File: config.mk
export PLATFORM = sky130hd
export DESIGN_NAME = seq_booth_mul
export DESIGN_NICKNAME = d
export VERILOG_FILES = /design/src/rtl/mul_pkg.sv /design/src/rtl/booth_r4_enc.sv /design/src/rtl/seq_booth_mul.sv
export SDC_FILE = /design/constraint.sdc
export NUM_CORES = 1
export LEC_CHECK = 0
export ABC_CLOCK_PERIOD_IN_PS = 8900
export CAP_MARGIN = 30
export CORE_MARGIN = 5
export CORE_UTILIZATION = 47
export CTS_BUF_LIST = sky130_fd_sc_hd__clkbuf_8 sky130_fd_sc_hd__clkbuf_16
export CTS_CLUSTER_DIAMETER = 200
export DETAILED_ROUTE_END_ITERATION = 8
export HOLD_SLACK_MARGIN = 0.1
export PLACE_DENSITY = 0.69
export SETUP_SLACK_MARGIN = 0.2
export SLEW_MARGIN = 5
export SYNTH_ARGS = -nofsm -noshare
export SYNTH_HDL_FRONTEND = slang
export SYNTH_SLANG_ARGS = --single-unit
File: constraint.sdc
create_clock -name clk -period 8.9 [get_ports clk]
set_input_delay 2.67 -clock clk [delete_from_list [all_inputs] [get_ports clk]]
set_output_delay 2.67 -clock clk [all_outputs]
set_load 0.02 [all_outputs]
File: src/rtl/mul_pkg.sv
// Shared types for the sequential radix-4 Booth multiplier.
// FSM states, Booth operation codes and iteration count helper.
package mul_pkg;

    typedef enum logic [1:0] {
        IDLE,
        RUN,
        DONE
    } state_t;

    typedef enum logic [2:0] {
        ZERO,
        PM,
        P2M,
        NM,
        N2M
    } booth_op_t;

    function automatic int iter_of(input int width);
        return width / 2 + 1;
    endfunction

endpackage

File: src/rtl/booth_r4_enc.sv
// Radix-4 Booth recoder.
// Maps {b[2i+1], b[2i], b[2i-1]} to a partial-product operation.
module booth_r4_enc
    import mul_pkg::*;
(
    input  logic [2:0] grp,
    output booth_op_t  op
);

    always_comb begin
        op = ZERO;
        unique case (1'b1)
            (grp == 3'b001) || (grp == 3'b010): op = PM;
            (grp == 3'b011):                    op = P2M;
            (grp == 3'b100):                    op = N2M;
            (grp == 3'b101) || (grp == 3'b110): op = NM;
            default:                            op = ZERO;
        endcase
    end

endmodule

File: src/rtl/seq_booth_mul.sv
// Multi-cycle radix-4 Booth multiplier, signed or unsigned.
// One shared adder; start/busy/done handshake; HI/LO product.
module seq_booth_mul
    import mul_pkg::*;
#(
    parameter int WIDTH = 32
) (
    input  logic             clk,
    input  logic             rst_n,
    input  logic             start,
    input  logic             signed_mode,
    input  logic [WIDTH-1:0] a,
    input  logic [WIDTH-1:0] b,
    output logic             busy,
    output logic             done,
    output logic [WIDTH-1:0] hi,
    output logic [WIDTH-1:0] lo
);

    localparam int ITER = iter_of(WIDTH);
    localparam int EW   = WIDTH + 2;
    localparam int AW   = WIDTH + 4;
    localparam int CW   = $clog2(ITER + 1);

    state_t            state_q;
    state_t            state_nx;
    logic [EW-1:0]     m_q;
    logic [EW-1:0]     mq_q;
    logic              q1_q;
    logic [AW-1:0]     acc_q;
    logic [CW-1:0]     cnt_q;
    logic [WIDTH-1:0]  hi_q;
    logic [WIDTH-1:0]  lo_q;

    booth_op_t         op;
    logic [AW-1:0]     m_ext;
    logic [AW-1:0]     addend;
    logic [AW-1:0]     sum;
    logic [AW-1:0]     acc_nx;
    logic [EW-1:0]     mq_nx;
    logic [2*WIDTH-1:0] prod;
    logic              last;
    logic              accept;

    booth_r4_enc u_enc (
        .grp ({mq_q[1:0], q1_q}),
        .op  (op)
    );

    assign m_ext  = {{2{m_q[EW-1]}}, m_q};
    assign last   = (cnt_q == CW'(ITER - 1));
    assign accept = start && (state_q != RUN);

    always_comb begin
        addend = '0;
        case (op)
            PM:      addend = m_ext;
            P2M:     addend = m_ext << 1;
            NM:      addend = -m_ext;
            N2M:     addend = -(m_ext << 1);
            default: addend = '0;
        endcase
    end

    // Add, then arithmetic shift the {acc, multiplier} pair by two.
    assign sum    = acc_q + addend;
    assign acc_nx = {{2{sum[AW-1]}}, sum[AW-1:2]};
    assign mq_nx  = {sum[1:0], mq_q[EW-1:2]};
    assign prod   = {acc_nx[WIDTH-3:0], mq_nx};

    always_comb begin
        state_nx = state_q;
        case (state_q)
            IDLE:    if (start) state_nx = RUN;
            RUN:     if (last) state_nx = DONE;
            DONE:    state_nx = start ? RUN : IDLE;
            default: state_nx = IDLE;
        endcase
    end

    always_ff @(posedge clk or negedge rst_n) begin
        if (!rst_n) state_q <= IDLE;
        else        state_q <= state_nx;
    end

    always_ff @(posedge clk or negedge rst_n) begin
        if (!rst_n) begin
            m_q   <= '0;
            mq_q  <= '0;
            q1_q  <= 1'b0;
            acc_q <= '0;
            cnt_q <= '0;
            hi_q  <= '0;
            lo_q  <= '0;
        end else if (accept) begin
            m_q   <= signed_mode ? {{2{a[WIDTH-1]}}, a} : {2'b00, a};
            mq_q  <= signed_mode ? {{2{b[WIDTH-1]}}, b} : {2'b00, b};
            q1_q  <= 1'b0;
            acc_q <= '0;
            cnt_q <= '0;
        end else if (state_q == RUN) begin
            acc_q <= acc_nx;
            mq_q  <= mq_nx;
            q1_q  <= mq_q[1];
            cnt_q <= cnt_q + 1'b1;
            if (last) begin
                hi_q <= prod[2*WIDTH-1:WIDTH];
                lo_q <= prod[WIDTH-1:0];
            end
        end
    end

    assign busy = (state_q == RUN);
    assign done = (state_q == DONE);
    assign hi   = hi_q;
    assign lo   = lo_q;

endmodule

==> results of run 1 <==
routing by layer:
| layer | GRT usage | vias up |
|---|---|---|
| met5 | 0 | - |
| met4 | 0.06786 | 0 |
| met3 | 0.03164 | 38 |
| met2 | 0.3657 | 238 |
| met1 | 0.3183 | 4548 |
| li1 | - | 4585 |
sequential cells by signal, indices dropped and copies added (netlist names):
| signal | cells |
|---|---|
| q1_q | 1 |
| lo | 32 |
| cnt_q | 5 |
| hi | 32 |
| state_q | 2 |
| m_q | 33 |
| mq_q | 34 |
| acc_q | 34 |
final timing paths:
| path | cells after the start | slack [ns] | startpoint | end |
|---|---|---|---|---|
| worst max register to register | 17 | 2.73 | q1_q$_DFFE_PN0P_ | acc_q[23]$_DFFE_PN0P_ |
| max in group asynchronous | 2 | 5.50 | rst_n | hi[14]$_DFFE_PN0P_ |
| worst min-delay path | 2 | 0.48 | hi[1]$_DFFE_PN0P_ | hi[1]$_DFFE_PN0P_ |
| worst min register to register | 2 | 0.48 | hi[1]$_DFFE_PN0P_ | hi[1]$_DFFE_PN0P_ |
| worst max-delay path | 17 | 2.73 | q1_q$_DFFE_PN0P_ | acc_q[23]$_DFFE_PN0P_ |
| min in group asynchronous | 1 | 2.15 | rst_n | mq_q[13]$_DFFE_PN0P_ |
metrics by stage:
| step | utilization | hold slack [ns] | std cells | instance area, um2 | setup slack, ns |
|---|---|---|---|---|---|
| CTS | 0.5672 | 0.4799 | 1635 | 12800 | 2.971 |
| global route | 0.5672 | 0.4973 | 1635 | 12800 | 2.343 |
| detailed placement | 0.5413 | 0.4612 | 1603 | 12220 | 2.994 |
| global placement | 0.5413 | 0.4587 | 1603 | 12220 | 3.142 |
| floorplan | - | 0.4430 | 1259 | 10770 | 4.245 |
| finish | 0.5672 | 0.4755 | 1635 | 12800 | 2.734 |
cells by family (layout without fill, tap and decap cells):
| group | count (synthesis) | after routing | share of synthesized area |
|---|---|---|---|
| multiplexers | 72 | 72 | 0.07100 |
| flip-flops | 173 | 173 | 0.4020 |
| AND/OR/NAND/NOR | 462 | 462 | 0.1949 |
| AO/OA/AOI/OAI | 332 | 332 | 0.1870 |
| XOR/XNOR | 74 | 74 | 0.06089 |
| buffers and inverters | 107 | 198 | 0.03823 |
| adder cells (fa/ha/maj) | 39 | 39 | 0.04601 |
synth_stat cells (9+ instances only):
library cell	instances
inv_1	19
a21oi_1	51
nand4_1	9
dfrtp_1	173
xor2_1	21
nor2b_1	9
a221oi_1	12
nand2_1	285
nor2_1	47
clkbuf_1	71
ha_1	38
nor3_1	17
a21o_1	20
mux2_2	35
mux2i_1	37
o21ai_0	152
a22oi_1	22
nand2b_1	10
buf_1	10
a31oi_1	20
xnor2_1	52
or3_1	12
nand3_1	31
area by class of cell:
type	instances	area (um2)
repair buffers	146	1425
flip-flops and latches	173	4329
clock buffers	18	439.2
well taps	285	356.6
fillers	2074	9769
inverters	20	75.07
clock inverters	14	145.1
multi-input cells	979	6032
worst max-delay path, cell delays in order (launching register included):
cell	delay [ns]
dfrtp_1	0.32
buf_4	0.45
inv_1	0.49
nor2_1	0.90
nand2_1	0.49
o21ai_0	0.20
a22oi_1	0.11
o21ai_0	0.13
ha_1	0.34
a21o_1	0.19
a21oi_1	0.18
o21ai_0	0.10
a221oi_1	0.59
a31oi_1	0.24
o21ai_0	0.49
a21boi_0	0.19
or3_1	0.36
a31o_2	0.26
==> impl_metrics.toml, run 1 <==
[synthesis]
synth_top_area_frac = 0.4020
synth.area.top_cells = "dfrtp_1 (40%), nand2_1 (9.9%), o21ai_0 (7.1%)"
yosysTopAreaCell = "dfrtp_1"
netlist_area_um2 = 10770
synth_edf_count = 0
postSynthCellCount = 1259
syn-num-nets = 1366
synth_seq_area_share = 0.4020
syn_avg_cell_area_um2 = 8.553
ys_ff_latch = 173
async_flop_share = 1.000
yosys_warnings = 0
yosysUniqueCellTypes = 72
ys.flop_type = "dfrtp_1"

[cts]
cts_resized = 0
cts.htree.levels = 4
post_cts_buffers = 0
hold_buffers = 0
cts_buffer_depth = 2
cts.sink_count = 173
cts_tree = "yes"
numCtsBuffers = 17
clk_pin_slew_worst_paths_ns = 0.08
insertion_delay_ns = 0.44
cts_root_buffer = "clkbuf_16"

[routing]
vias = 9409
viasPerCell = 5.755
ant_nets = 0
wl_met2_um = 13710
met3_length_um = 1203
finalWirelength_um = 29160
top_layer = "met4"
initialDrtViolationCount = 814
drc = 0
routedWlPerCell_um = 17.83
wl_met1_um = 13610
dr.pass1.iters = 5

[worst_setup_path]
critical_path_required_ns = 9.23
worst-path-max-fanout = 46
cp_data_arrival_time_ns = 6.50
cp-start-kind = "flip-flop"
cp-end-kind = "flip-flop"
path_class = "reg -> reg"

[layout]
nets = 1444
antenna_cells = 0
layout_commonest_cell = "nand2_1"
drive_above_1_share = 0.08222
final_cell_mix = "nand2_1 (284), dfrtp_1 (173), o21ai_0 (152), clkdlybuf4s50_1 (131), xnor2_1 (52)"
area_growth_pct = 18.89

[grt]
grt_max_degree = 93
grt_pass1_wl_um = 48170
gr-total-overflow = 0
grt_pass1_vias = 9084
antenna_found_initial = 0
grtUsageTotal = 0.2263

[timing]
tightestPinTransition_ns = 1.012
fin_crit_sh = 0.6928
tns_ns = 0
period_needed_ns = 6.166
max_freq_ghz = 0.1622
rsz0062_at_grt = "false"
finalMaxSlewViolations = 0
skew_ns = 0.01197
slew_headroom = 0.3231
finalSetupViolCount = 0
hold_viol = 0

[floorplanning]
rows = 55
die_y_um = 161.4
dieArea_um2 = 26040
start_util = 0.4771
dieWidth_um = 161.4
core_um2 = 22570
num_io_pins = 134

[placement]
hpwl_um = 20280
finalWeightedCongestion = 0.9172
io_buffers = 133

[run_status]
status = "finished, final reports clean"

[min_path]
holdCritPathClass = "reg -> reg"

[run]
maxCapViolCount = 0
Power of run 1 is left out: the tool's default activity adds up to more than one toggle a clock period on the data nets, which glitch-free logic cannot reach.
==> run 2: changes to the inputs <==
Settings changed: ABC_CLOCK_PERIOD_IN_PS 8900 to 6000.
Clock period 8.9 ns to 6 ns, I/O delays scaled along.
==> run 2 against run 1 <==
Register-to-register slack lost 2.2 ns. Cell count up 0.80%. First-iteration DRC count down 4.3%. Largest cell class unchanged.
==> impl_metrics.toml, run 2 (synthesized netlist as in run 1, its figures left out) <==
[floorplanning]
dieWidth_um = 161.4
rows = 55
core_um2 = 22570
dieArea_um2 = 26040
die_y_um = 161.4
start_util = 0.4771
num_io_pins = 134

[run]
maxCapViolCount = 0

[timing]
finalMaxSlewViolations = 0
tightestPinTransition_ns = 0.9436
fin_crit_sh = 0.9114
finalSetupViolCount = 0
rsz0062_at_grt = "true"
worst_slack_ns = 0.5314
skew_ns = 0.01673
slew_headroom = 0.3709
max_freq_ghz = 0.1829
period_needed_ns = 5.469
tns_ns = 0
hold_viol = 0

[layout]
area_growth_pct = 20.39
finish.utilization = 0.5743
drive_above_1_share = 0.09244
layout_commonest_cell = "nand2_1"
antenna_cells = 0
largestRegisters = "acc_q (34), mq_q (34), m_q (33)"
nets = 1457
fin_cells = 1648
final_cell_mix = "nand2_1 (284), dfrtp_1 (173), o21ai_0 (151), clkdlybuf4s50_1 (131), xnor2_1 (52)"

[min_path]
hold_path.startpoint = "hi[17]$_DFFE_PN0P_"
hold_depth = 2
min_to = "hi[17]$_DFFE_PN0P_"
holdCritPathClass = "reg -> reg"

[worst_setup_path]
cp_data_arrival_time_ns = 5.75
timing.rr.start = "m_q[0]$_DFFE_PN0P_"
ff2ff_path_depth = 20
critical_path_required_ns = 6.28
path_class = "reg -> reg"
cp-end-kind = "flip-flop"
r2r_setup_slack_ns = 0.53
rr_endpoint = "acc_q[29]$_DFFE_PN0P_"
cp-start-kind = "flip-flop"
worst-path-max-fanout = 12

[cts]
clk_pin_slew_worst_paths_ns = 0.07
insertion_delay_ns = 0.44
cts_tree = "yes"
cts_root_buffer = "clkbuf_16"
numCtsBuffers = 17
hold_buffers = 0
cts.htree.levels = 4
cts.sink_count = 173
cts_buffer_depth = 2

[grt]
grt_max_degree = 101
grtUsageTotal = 0.2217
grt_pass1_wl_um = 47780
antenna_found_initial = 0
gr-total-overflow = 0
grt_pass1_vias = 9016

[placement]
finalWeightedCongestion = 0.9653
io_buffers = 133
dp.cells = 1614
dpl_worst_slack_ns = 0.6019
hpwl_um = 20140

[routing]
routedWlPerCell_um = 17.42
viasPerCell = 5.745
initialDrtViolationCount = 779
vias = 9468
ant_nets = 0
dr.pass1.iters = 5
finalWirelength_um = 28710
drc = 0

[run_status]
status = "finished, final reports clean"
[run 2: critical path: stages, from the launching register on]
cell and delay (ns):
dfrtp_1 0.41, inv_1 0.09, ha_1 0.18, nor4b_1 0.43, nor4b_4 0.32, buf_4 0.20, nand4_2 0.23, nor3_2 0.33
nor2_1 0.11, o221ai_1 0.22, o21ai_0 0.13, nor2_1 0.12, a21oi_1 0.07, ha_1 0.44, and3_1 0.28, a221o_1 0.40
a21o_1 0.20, or4_1 0.40, o221ai_1 0.28, xor2_1 0.31, o21ai_0 0.13
[run 2: metal layers]
| layer | routed length (um) | GRT usage | vias to the layer above | part of all wire |
|---|---|---|---|---|
| met4 | 573 | 0.06282 | 0 | 0.020 |
| li1 | - | - | 4599 | - |
| met1 | 13160 | 0.3119 | 4536 | 0.46 |
| met3 | 1379 | 0.03317 | 50 | 0.048 |
| met2 | 13600 | 0.3582 | 283 | 0.47 |
| met5 | 0 | 0 | - | 0 |
[run 2: final cells by class]
cell class,instances,area (um2)
timing repair buffer,159,1543
tap,285,356.6
fill,2075,9608
clock buffer,17,425.4
sequential,173,4329
clock inverter,15,191.4
inverter,20,75.07
multi-input combinational,979,6043
[run 2: worst max-delay path by stage]
| stage | end | start | slack (ns) | cells after the start |
|---|---|---|---|---|
| after floorplan | acc_q[34]$_DFFE_PN0P_ | m_q[9]$_DFFE_PN0P_ | 1.35 | 20 |
| after global placement | hi[25]$_DFFE_PN0P_ | m_q[0]$_DFFE_PN0P_ | 0.67 | 20 |
| after detailed placement | acc_q[23]$_DFFE_PN0P_ | m_q[0]$_DFFE_PN0P_ | 0.60 | 20 |
| after CTS | acc_q[31]$_DFFE_PN0P_ | m_q[0]$_DFFE_PN0P_ | 0.39 | 20 |
| after global routing | acc_q[34]$_DFFE_PN0P_ | m_q[0]$_DFFE_PN0P_ | 0.20 | 22 |
| final | acc_q[29]$_DFFE_PN0P_ | m_q[0]$_DFFE_PN0P_ | 0.53 | 20 |
[run 2: stage by stage]
| stage | cell area (um2) | hold slack (ns) |
|---|---|---|
| after CTS | 12920 | 0.4796 |
| after floorplan | 10770 | 0.4430 |
| after global placement | 12300 | 0.4593 |
| after global routing | 12960 | 0.4922 |
| after detailed placement | 12300 | 0.4610 |
| final | 12960 | 0.4749 |
[run 2: what timing repair did]
action / 4_1_cts / 5_1_grt
resized for setup: 0 / 3
buffers inserted: 0 / 1
setup endpoints to repair: 0 / 10
Power of run 2 is left out for the same reason.
